[config.mk]
export PLATFORM = sky130hd
export DESIGN_NAME = alu_md
export DESIGN_NICKNAME = d
export VERILOG_FILES = /design/src/rtl/alu_md.sv
export SDC_FILE = /design/constraint.sdc
export NUM_CORES = 1
export LEC_CHECK = 0
export CORE_MARGIN = 2
export CORE_UTILIZATION = 45
export DETAILED_ROUTE_END_ITERATION = 7
export RECOVER_POWER = 25
export SYNTH_ARGS = -nofsm -noshare
export SYNTH_HDL_FRONTEND = slang
export SYNTH_SLANG_ARGS = --single-unit
export TNS_END_PERCENT = 50
[constraint.sdc]
create_clock -name clk -period 15.8 [get_ports clk]
set_clock_uncertainty 0.15 [all_clocks]
set_input_delay 2.37 -clock clk [delete_from_list [all_inputs] [get_ports clk]]
set_output_delay 2.37 -clock clk [all_outputs]
set_load 0.01 [all_outputs]
[src/rtl/alu_md.sv]
// alu_md: execute-stage ALU with a combinational logic/arith/shift/compare path and an
// iterative radix-2 multiply/divide unit that writes the HI/LO result registers.
module alu_md #(
    parameter int unsigned WIDTH = 32
) (
    input  logic             clk,
    input  logic             reset,
    input  logic [WIDTH-1:0] A,
    input  logic [WIDTH-1:0] B,
    input  logic [3:0]       ALUop,
    input  logic             start,
    output logic [WIDTH-1:0] aluResult,
    output logic             aluZero,
    output logic             overflow,
    output logic             busy,
    output logic             done,
    output logic [WIDTH-1:0] hi,
    output logic [WIDTH-1:0] lo
);

    localparam int unsigned SHW = $clog2(WIDTH);
    localparam logic [SHW-1:0] LastCnt = SHW'(WIDTH - 1);

    typedef enum logic [1:0] {StIdle, StRun, StFin} state_e;

    state_e           state_q;
    logic [SHW-1:0]   cnt_q;
    logic [WIDTH-1:0] acc_q;      // partial product high half / partial remainder
    logic [WIDTH-1:0] mq_q;       // multiplier / dividend shifting into quotient
    logic [WIDTH-1:0] mcand_q;    // multiplicand / divisor magnitude
    logic [WIDTH-1:0] a_save_q;   // raw dividend, returned in hi on divide by zero
    logic             is_div_q;
    logic             neg_res_q;
    logic             neg_rem_q;
    logic             div_zero_q;
    logic [WIDTH-1:0] hi_q;
    logic [WIDTH-1:0] lo_q;
    logic             busy_q;
    logic             done_q;

    // ---------------- combinational ALU ----------------
    logic [SHW-1:0]   shamt;
    logic [WIDTH-1:0] sum;
    logic [WIDTH-1:0] diff;

    assign shamt = B[SHW-1:0];
    assign sum   = A + B;
    assign diff  = A - B;

    // Decode the ALU operation into a result and signed-overflow flag
    always_comb begin
        aluResult = '0;
        overflow  = 1'b0;
        case (ALUop)
            4'b0000: aluResult = A & B;
            4'b0001: aluResult = A | B;
            4'b0010: begin
                aluResult = sum;
                overflow  = (A[WIDTH-1] == B[WIDTH-1]) && (sum[WIDTH-1] != A[WIDTH-1]);
            end
            4'b0011: aluResult = A ^ B;
            4'b0100: aluResult = ~(A | B);
            4'b0101: aluResult = {{(WIDTH-1){1'b0}}, (A < B)};
            4'b0110: begin
                aluResult = diff;
                overflow  = (A[WIDTH-1] != B[WIDTH-1]) && (diff[WIDTH-1] != A[WIDTH-1]);
            end
            4'b0111: aluResult = {{(WIDTH-1){1'b0}}, ($signed(A) < $signed(B))};
            4'b1000: aluResult = A << shamt;
            4'b1001: aluResult = A >> shamt;
            4'b1010: aluResult = unsigned'($signed(A) >>> shamt);
            4'b1011: aluResult = '0;
            default: aluResult = lo_q;
        endcase
    end

    assign aluZero = (aluResult == '0);

    // ---------------- multiply / divide datapath ----------------
    logic             op_signed;
    logic             a_neg;
    logic             b_neg;
    logic [WIDTH-1:0] mag_a;
    logic [WIDTH-1:0] mag_b;
    logic [WIDTH:0]   mul_sum;
    logic [WIDTH:0]   div_shift;
    logic [WIDTH:0]   div_sub;
    logic             div_ge;
    logic [2*WIDTH-1:0] prod;
    logic [2*WIDTH-1:0] prod_fix;
    logic [WIDTH-1:0] quot_fix;
    logic [WIDTH-1:0] rem_fix;

    // Operand magnitudes at launch, one step of each algorithm, and final sign fix-up
    always_comb begin
        op_signed = ~ALUop[0];
        a_neg     = op_signed & A[WIDTH-1];
        b_neg     = op_signed & B[WIDTH-1];
        mag_a     = a_neg ? -A : A;
        mag_b     = b_neg ? -B : B;

        mul_sum   = mq_q[0] ? ({1'b0, acc_q} + {1'b0, mcand_q}) : {1'b0, acc_q};

        div_shift = {acc_q, mq_q[WIDTH-1]};
        div_ge    = (div_shift >= {1'b0, mcand_q});
        div_sub   = div_shift - {1'b0, mcand_q};

        prod      = {acc_q, mq_q};
        prod_fix  = neg_res_q ? -prod : prod;
        quot_fix  = neg_res_q ? -mq_q : mq_q;
        rem_fix   = neg_rem_q ? -acc_q : acc_q;
    end

    // Sequencer: IDLE -> RUN (WIDTH steps) -> FIN (write hi/lo, pulse done)
    always_ff @(posedge clk) begin
        if (reset) begin
            state_q    <= StIdle;
            cnt_q      <= '0;
            acc_q      <= '0;
            mq_q       <= '0;
            mcand_q    <= '0;
            a_save_q   <= '0;
            is_div_q   <= 1'b0;
            neg_res_q  <= 1'b0;
            neg_rem_q  <= 1'b0;
            div_zero_q <= 1'b0;
            hi_q       <= '0;
            lo_q       <= '0;
            busy_q     <= 1'b0;
            done_q     <= 1'b0;
        end else begin
            done_q <= 1'b0;
            case (state_q)
                StIdle: begin
                    if (start && (ALUop[3:2] == 2'b11)) begin
                        is_div_q   <= ALUop[1];
                        acc_q      <= '0;
                        mq_q       <= ALUop[1] ? mag_a : mag_b;
                        mcand_q    <= ALUop[1] ? mag_b : mag_a;
                        a_save_q   <= A;
                        neg_res_q  <= a_neg ^ b_neg;
                        neg_rem_q  <= a_neg;
                        div_zero_q <= (B == '0);
                        cnt_q      <= '0;
                        busy_q     <= 1'b1;
                        state_q    <= StRun;
                    end
                end
                StRun: begin
                    if (is_div_q) begin
                        acc_q <= div_ge ? div_sub[WIDTH-1:0] : div_shift[WIDTH-1:0];
                        mq_q  <= {mq_q[WIDTH-2:0], div_ge};
                    end else begin
                        acc_q <= mul_sum[WIDTH:1];
                        mq_q  <= {mul_sum[0], mq_q[WIDTH-1:1]};
                    end
                    cnt_q <= cnt_q + SHW'(1);
                    if (cnt_q == LastCnt) begin
                        state_q <= StFin;
                    end
                end
                StFin: begin
                    if (!is_div_q) begin
                        hi_q <= prod_fix[2*WIDTH-1:WIDTH];
                        lo_q <= prod_fix[WIDTH-1:0];
                    end else if (div_zero_q) begin
                        hi_q <= a_save_q;
                        lo_q <= '1;
                    end else begin
                        hi_q <= rem_fix;
                        lo_q <= quot_fix;
                    end
                    busy_q  <= 1'b0;
                    done_q  <= 1'b1;
                    state_q <= StIdle;
                end
                default: state_q <= StIdle;
            endcase
        end
    end

    assign busy = busy_q;
    assign done = done_q;
    assign hi   = hi_q;
    assign lo   = lo_q;

endmodule

==> metrics.md, run 1 <==
| Metric | Value |
|---|---|
| Clock root buffer master | `sky130_fd_sc_hd__clkbuf_16` |
| Number of slew-limit violations in the final report | `179` |
| Pin count of the biggest net entering global routing | `101` |
| Worst path required time | `13.28 ns` |
| Number of standard-cell rows in the floorplan | `89` |
| Global-route congestion overflow total | `0` |
| Yosys reg bits | `205` |
| Classification of the worst-slack hold path | `flop to flop` |
| Placed wire-length estimate after detailed placement | `98,000 um` |
| Cell Pwr Density | `64.5 mW/mm^2` |
| Clock transition at the register clock pins on the worst setup and hold paths after CTS | `0.07 ns` |
| Origin of the worst setup path | `A[8]` |
| Tightest slew margin relative to the limit | `-181%` |
| Average wire per standard cell | `29.8 um` |
| Arrival time reported for the critical path endpoint | `8.74 ns` |
| Area delta synth->final | `9.97%` |
| Via Count | `30,400` |
| Number of setup violations in the final report | `0` |
| Sequential element share of the synthesized area | `15.4%` |
| Number of global-route vias before repair | `28,500` |
| Remaining design rule violation count | `1` |
| Number of levels the H-tree was split into | `1` |
| I/O Pins | `171` |
| Post-synth EDFFs | `0` |
| RSZ-0062 raised after global routing | `false` |
| Clock network fraction of design power | `26.1%` |
| Post-Syn Area | `0.0267 mm^2` |
| Ant. Diodes | `0` |
| Max rail drop VDD | `89.7 uV` |
| Leading cell types in the layout, fill and taps excluded | `sky130_fd_sc_hd__nand2_1 (417), sky130_fd_sc_hd__nor2_1 (363), sky130_fd_sc_hd__a21oi_1 (294), sky130_fd_sc_hd__o21ai_0 (236), sky130_fd_sc_hd__dfxtp_1 (202)` |
| Overall routing resource usage | `41.9%` |
| Number of nets in the layout | `3,896` |
| Least setup slack across all paths after layout | `4.54 ns` |
| Top cell type by total area after synthesis | `sky130_fd_sc_hd__dfxtp_1` |
| Type of element capturing the critical path | `output port` |
| Launch instance of the worst min-delay path | `hi[1]` |
| Average cell area after synthesis | `7.18 um^2` |
| Cell-internal power | `1100 uW` |
| Initial DRT Pass Iterations | `8` |
| Distinct cell type count of the synthesized netlist | `89` |
| Sw Pwr | `791 uW` |
| Most common library cell in the layout ignoring fill and taps | `sky130_fd_sc_hd__nand2_1` |
| Final std cell area, no fill | `0.0293 mm^2` |
| Number of max-cap violations | `2` |
| Startpoint of the most critical register-to-register path | `acc_q[11]` |
| Post-DP Area | `0.0287 mm^2` |
| Via/cell ratio | `6.86` |
| Number of nets in the synthesized netlist | `3,957` |
| Fin crit share | `71.3%` |
| Effective utilization at floorplan | `45.3%` |
| Final total negative setup slack | `0 ns` |
| Combinational group share of total power | `44.3%` |
| Worst-skew pair later-pin latency | `0.52 ns` |
| Share of synthesized registers carrying an async set or reset | `0%` |
| Cell with the biggest individual delay on the critical path | `sky130_fd_sc_hd__clkdlybuf4s50_1` |
| Buffer depth of the longest clock path | `3` |
| Post-cts hold buffer count | `0` |
| Post-route antenna net violation count | `0` |
| Gate Count Post-Synth | `3,710` |
| Top_reg_cell synth | `sky130_fd_sc_hd__dfxtp_1` |
| Pleak | `0.0111 uW` |
| TritonCTS clock tree | `done` |
| Final weighted congestion of routability-driven global placement | `1.05` |
| Ratio of cells with drive above 1 in the final layout | `7.24%` |
| Area fraction of the dominant cell type after synthesis | `15.4%` |
| Max Clock Freq | `0.0888 GHz` |
| Initial antenna violation count | `3` |
| Sum of routed wire length over all layers | `132,000 um` |
| Count of instances resized after the clock tree is built | `0` |
| X dimension of the die | `247 um` |
| Number of filler cells placed in the layout | `5,864` |
| Kind of start point of the critical path | `primary input` |
| Clock Sink Count | `205` |
| Shortest clock period the worst path allows after layout | `11.26 ns` |
| Post-CTS setup buffer count | `0` |
| DRT iter0 DRCs | `3,745` |
| Stage delay of the slowest cell on the critical path | `1.00 ns` |
| Wire length of the first global-routing pass | `191,000 um` |
| CTS buffer count | `21` |
| Die Area | `0.0612 mm^2` |
| Cells traversed along the worst timing path | `clkdlybuf4s50_1, inv_1, ha_1, inv_1, o311ai_0, nor3_1, a311oi_1, mux2_2, o41ai_1, o2111ai_1, nor4_1, nand4bb_1, nor4_1, and4b_1, clkdlybuf4s50_1` |
| Crit path max fanout | `15` |
| Core outline area | `0.0588 mm^2` |
| Worst-case setup slack after placement | `4.68 ns` |
| Die Y | `247 um` |
| Switching share of power | `41.9%` |
| Worst-Margin Slew | `4.22 ns` |
| Critical path class | `primary input to output port` |
| Number of warnings printed during yosys synthesis | `0` |
| Top cells by area, synth | `sky130_fd_sc_hd__dfxtp_1 (15%), sky130_fd_sc_hd__ha_1 (8.1%), sky130_fd_sc_hd__nand2_1 (5.9%)` |
| # port buffers | `170` |
| Violated checks | `design-rule violations, max-capacitance violations, max-slew violations` |
| Status | `complete, but fails checks` |
| Number of endpoints with negative hold slack in the final report | `0` |
| Fraction of power consumed by sequential logic | `29.6%` |
==> routing by layer <==
| layer | track usage [%] | vias up | wire (um) |
|---|---|---|---|
| met3 | 8.35 | 416 | 13200 |
| li1 | - | 13500 | - |
| met4 | 25.5 | 2 | 9680 |
| met1 | 53.9 | 14600 | 52700 |
| met2 | 64.5 | 1915 | 56600 |
| met5 | 0 | - | 13 |
==> sequential cells by signal, summed over array words and instances, names as in the netlist <==
name / cells
done: 1
hi: 32
mcand_q: 32
is_div_q: 1
lo: 32
state_q: 2
acc_q: 32
neg_rem_q: 1
busy: 1
cnt_q: 5
neg_res_q: 1
div_zero_q: 1
mq_q: 32
a_save_q: 32
==> final timing paths <==
path / endpoint / slack (ns) / depth (start not counted)
max reg2reg: acc_q[30] / 10.28 / 12
min: hi[1] / 0.30 / 2
min reg2reg: hi[1] / 0.30 / 2
max: aluZero / 4.54 / 15
==> cells in the mapped netlist, drive strengths merged, types with 8 or more instances <==
cell type	count
buf	72
dfxtp	205
o31ai	37
nand2b	40
a211oi	119
nand2	417
clkbuf	257
and2	15
a31oi	65
nor2	366
nor3	74
nand3	59
a22oi	18
mux2i	141
o211ai	107
ha	172
and3	18
o21ai	237
o311ai	12
xor2	72
a311oi	12
or2	18
inv	152
xnor2	149
mux2	31
o21a	23
or4	28
nor4	25
nor2b	31
a21oi	295
nor3b	11
o2111ai	12
o221ai	24
nand4	30
a21o	37
a41oi	13
mux4	62
a32o	12
o21bai	14
o22ai	35
a2111oi	8
a221oi	11
or3	31
a211o	11
o41ai	14
==> power groups by stage <==
stage	sequential (uW)	combinational (uW)	clock (uW)
3_5_place_dp	570	800	0
5_1_grt	561	879	519
3_3_place_gp	569	794	0
6_report	559	838	493
2_1_floorplan	554	529	0
4_1_cts	558	806	498
==> cell type report <==
type | instances | area (um^2) | area share [%]
Tap cell | 773 | 967 | 3.30
Multi-Input combinational cell | 3021 | 20800 | 70.9
Timing Repair Buffer | 245 | 2230 | 7.59
Clock buffer | 28 | 582 | 1.98
Sequential cell | 205 | 4110 | 14.0
Clock inverter | 8 | 70.1 | 0.239
Inverter | 155 | 582 | 1.98
==> worst max-delay path, delay by kind of cell <==
family          cells  cell delay, ns
fa+ha+maj           1            0.61
mux                 1            0.42
buf+inv             4            1.98
simple gates        5            1.24
compound gates      4            2.11
==> logic make-up after synthesis <==
family                   Yosys count  share of synthesized area [%]
multiplexers                     234                           11.8
flip-flops                       205                           15.4
adder cells (fa/ha/maj)          176                           8.37
XOR/XNOR                         221                           7.26
AND/OR/NAND/NOR                 1189                           20.5
AO/OA/AOI/OAI                   1201                           29.7
buffers and inverters            484                           6.97
==> through the flow <==
step / instances / hold slack [ns] / util, % / total power (uW)
CTS: 4435 / 0.308 / 49.9 / 1860
finish: 4435 / 0.305 / 49.9 / 1890
floorplan: 3710 / 0.286 / - / 1080
detailed placement: 4399 / 0.299 / 48.8 / 1370
global placement: 4399 / 0.295 / 48.8 / 1360
global route: 4435 / 0.324 / 49.9 / 1960
Power figures use the tool's default switching activity.
==> run 2, diff against run 1 <==
- PLACE_DENSITY: not set -> 0.66
- clock period: 15.8 -> 10.09 ns (I/O delays scaled with it)
==> metrics.md, run 2 (synthesized netlist as in run 1, its figures left out) <==
| Metric | Value |
|---|---|
| Status | `complete, but fails checks` |
| Violated checks | `max-capacitance violations, max-slew violations` |
| Length in cells of the worst reg-to-reg path | `12` |
| Number of max-cap violations | `2` |
| Crit path max fanout | `16` |
| Worst path required time | `8.43 ns` |
| Sum of routed wire length over all layers | `123,000 um` |
| Overall routing resource usage | `38.7%` |
| Number of standard-cell rows in the floorplan | `89` |
| Via Count | `30,100` |
| Core outline area | `0.0588 mm^2` |
| Wire length of the first global-routing pass | `179,000 um` |
| Max rail drop VDD | `157 uV` |
| Initial antenna violation count | `1` |
| Sink of the worst hold path | `hi[1]` |
| Via/cell ratio | `6.77` |
| TritonCTS clock tree | `done` |
| Setup slack, reg-to-reg | `4.66 ns` |
| X dimension of the die | `247 um` |
| Count of instances resized after the clock tree is built | `0` |
| Number of slew-limit violations in the final report | `179` |
| Clock root buffer master | `sky130_fd_sc_hd__clkbuf_16` |
| Final total negative setup slack | `0 ns` |
| Die Y | `247 um` |
| Type of element capturing the critical path | `output port` |
| Number of setup violations in the final report | `0` |
| Clock transition at the register clock pins on the worst setup and hold paths after CTS | `0.06 ns` |
| I/O Pins | `171` |
| Buffer depth of the longest clock path | `3` |
| Most common library cell in the layout ignoring fill and taps | `sky130_fd_sc_hd__nand2_1` |
| Post-cts hold buffer count | `0` |
| Initial DRT Pass Iterations | `6` |
| Fin crit share | `88.5%` |
| Leading cell types in the layout, fill and taps excluded | `sky130_fd_sc_hd__nand2_1 (417), sky130_fd_sc_hd__nor2_1 (364), sky130_fd_sc_hd__a21oi_1 (294), sky130_fd_sc_hd__o21ai_0 (236), sky130_fd_sc_hd__dfxtp_1 (202)` |
| Launch instance of the worst min-delay path | `hi[1]` |
| Average wire per standard cell | `27.6 um` |
| RSZ-0062 raised after global routing | `false` |
| Critical path class | `primary input to output port` |
| R2r endpoint | `acc_q[30]` |
| Number of endpoints with negative hold slack in the final report | `0` |
| DRT iter0 DRCs | `4,064` |
| CTS buffer count | `21` |
| Arrival time reported for the critical path endpoint | `7.27 ns` |
| Clock Sink Count | `205` |
| Shortest clock period the worst path allows after layout | `8.93 ns` |
| Post-CTS setup buffer count | `0` |
| Tightest slew margin relative to the limit | `-180%` |
| Startpoint of the most critical register-to-register path | `acc_q[10]` |
| Number of levels the H-tree was split into | `1` |
| Worst-Margin Slew | `4.21 ns` |
| Post-route antenna net violation count | `0` |
| Overall power of the completed layout | `2960 uW` |
| Placed wire-length estimate after detailed placement | `93,000 um` |
| Effective utilization at floorplan | `45.3%` |
| Area delta synth->final | `10.4%` |
| # port buffers | `170` |
| Pleak | `0.0112 uW` |
| Die Area | `0.0612 mm^2` |
| Worst-skew pair later-pin latency | `0.54 ns` |
| Global-route congestion overflow total | `0` |
| Final weighted congestion of routability-driven global placement | `1.08` |
| Max Clock Freq | `0.112 GHz` |
| Pin count of the biggest net entering global routing | `96` |
| Number of global-route vias before repair | `26,700` |
| Ratio of cells with drive above 1 in the final layout | `7.62%` |
| Kind of start point of the critical path | `primary input` |
| Number of nets in the layout | `3,907` |
| Classification of the worst-slack hold path | `flop to flop` |
| Remaining design rule violation count | `0` |
| Min-Delay Path Depth | `2` |
| Cell Pwr Density | `100 mW/mm^2` |
==> run 2: changes by cell type in the layout (fill, tap and decap cells not counted), sizes merged, moves of 2 or more <==
cell,before,now
buf,80,92
clkbuf,31,28
clkinvlp,2,0
clkinv,9,11
dlygate4sd3,42,52
clkdlybuf4s50,120,110
inv,151,153
==> run 2: how the worst max path moves through the flow <==
stage | from | to | slack, ns
2_1_floorplan | B[2] | aluZero | 2.27
4_1_cts | A[8] | aluZero | 1.31
5_1_grt | A[8] | aluZero | 0.85
3_5_place_dp | A[8] | aluZero | 1.32
6_report | A[13] | aluZero | 1.16
3_3_place_gp | A[8] | aluZero | 1.45
==> run 2: final cells by class <==
type | instances | area, um^2
tap | 773 | 967
clock inverter | 10 | 90.1
sequential | 205 | 4110
antenna | 1 | 2.50
clock buffer | 26 | 584
inverter | 155 | 582
timing repair buffer | 256 | 2320
multi-input combinational | 3021 | 20800
fill | 5925 | 29400
==> run 2: worst max-delay path, cell delays in order <==
cell and delay [ns]:
sky130_fd_sc_hd__clkdlybuf4s50_1 0.95, sky130_fd_sc_hd__buf_4 0.27, sky130_fd_sc_hd__inv_1 0.05, sky130_fd_sc_hd__ha_1 0.62
sky130_fd_sc_hd__nor3_1 0.22, sky130_fd_sc_hd__nand2_1 0.12, sky130_fd_sc_hd__nor3_1 0.05, sky130_fd_sc_hd__a311oi_1 0.64
sky130_fd_sc_hd__mux2_2 0.41, sky130_fd_sc_hd__o41ai_1 0.41, sky130_fd_sc_hd__o2111ai_1 0.17, sky130_fd_sc_hd__nor4_1 0.54
sky130_fd_sc_hd__nand4bb_1 0.16, sky130_fd_sc_hd__nor4_1 0.36, sky130_fd_sc_hd__and4b_1 0.24, sky130_fd_sc_hd__clkdlybuf4s50_1 0.53
==> run 2: report_power, final <==
part           internal [uW]  leakage (uW)  switching, uW
clock                    439      0.000340            361
sequential               833       0.00166           42.8
combinational            461       0.00920            822
==> run 2: routing by layer <==
layer / vias to the layer above / routed length, um / track usage [%]
li1: 13500 / - / -
met1: 14200 / 48800 / 51.6
met2: 1972 / 52100 / 58.2
met3: 374 / 13200 / 6.94
met4: 0 / 8710 / 23.1
met5: - / 0 / 0
==> run 2: through the flow <==
stage               std cells  worst slack, ns  util [%]  hold WS (ns)  instance area (um^2)
floorplan                3710             2.27         -         0.286                 26700
global route             4446            0.855      50.1         0.318                 29400
CTS                      4446             1.31      50.1         0.305                 29400
finish                   4447             1.16      50.1         0.302                 29400
global placement         4410             1.45      48.9         0.292                 28800
detailed placement       4410             1.32      48.9         0.297                 28800
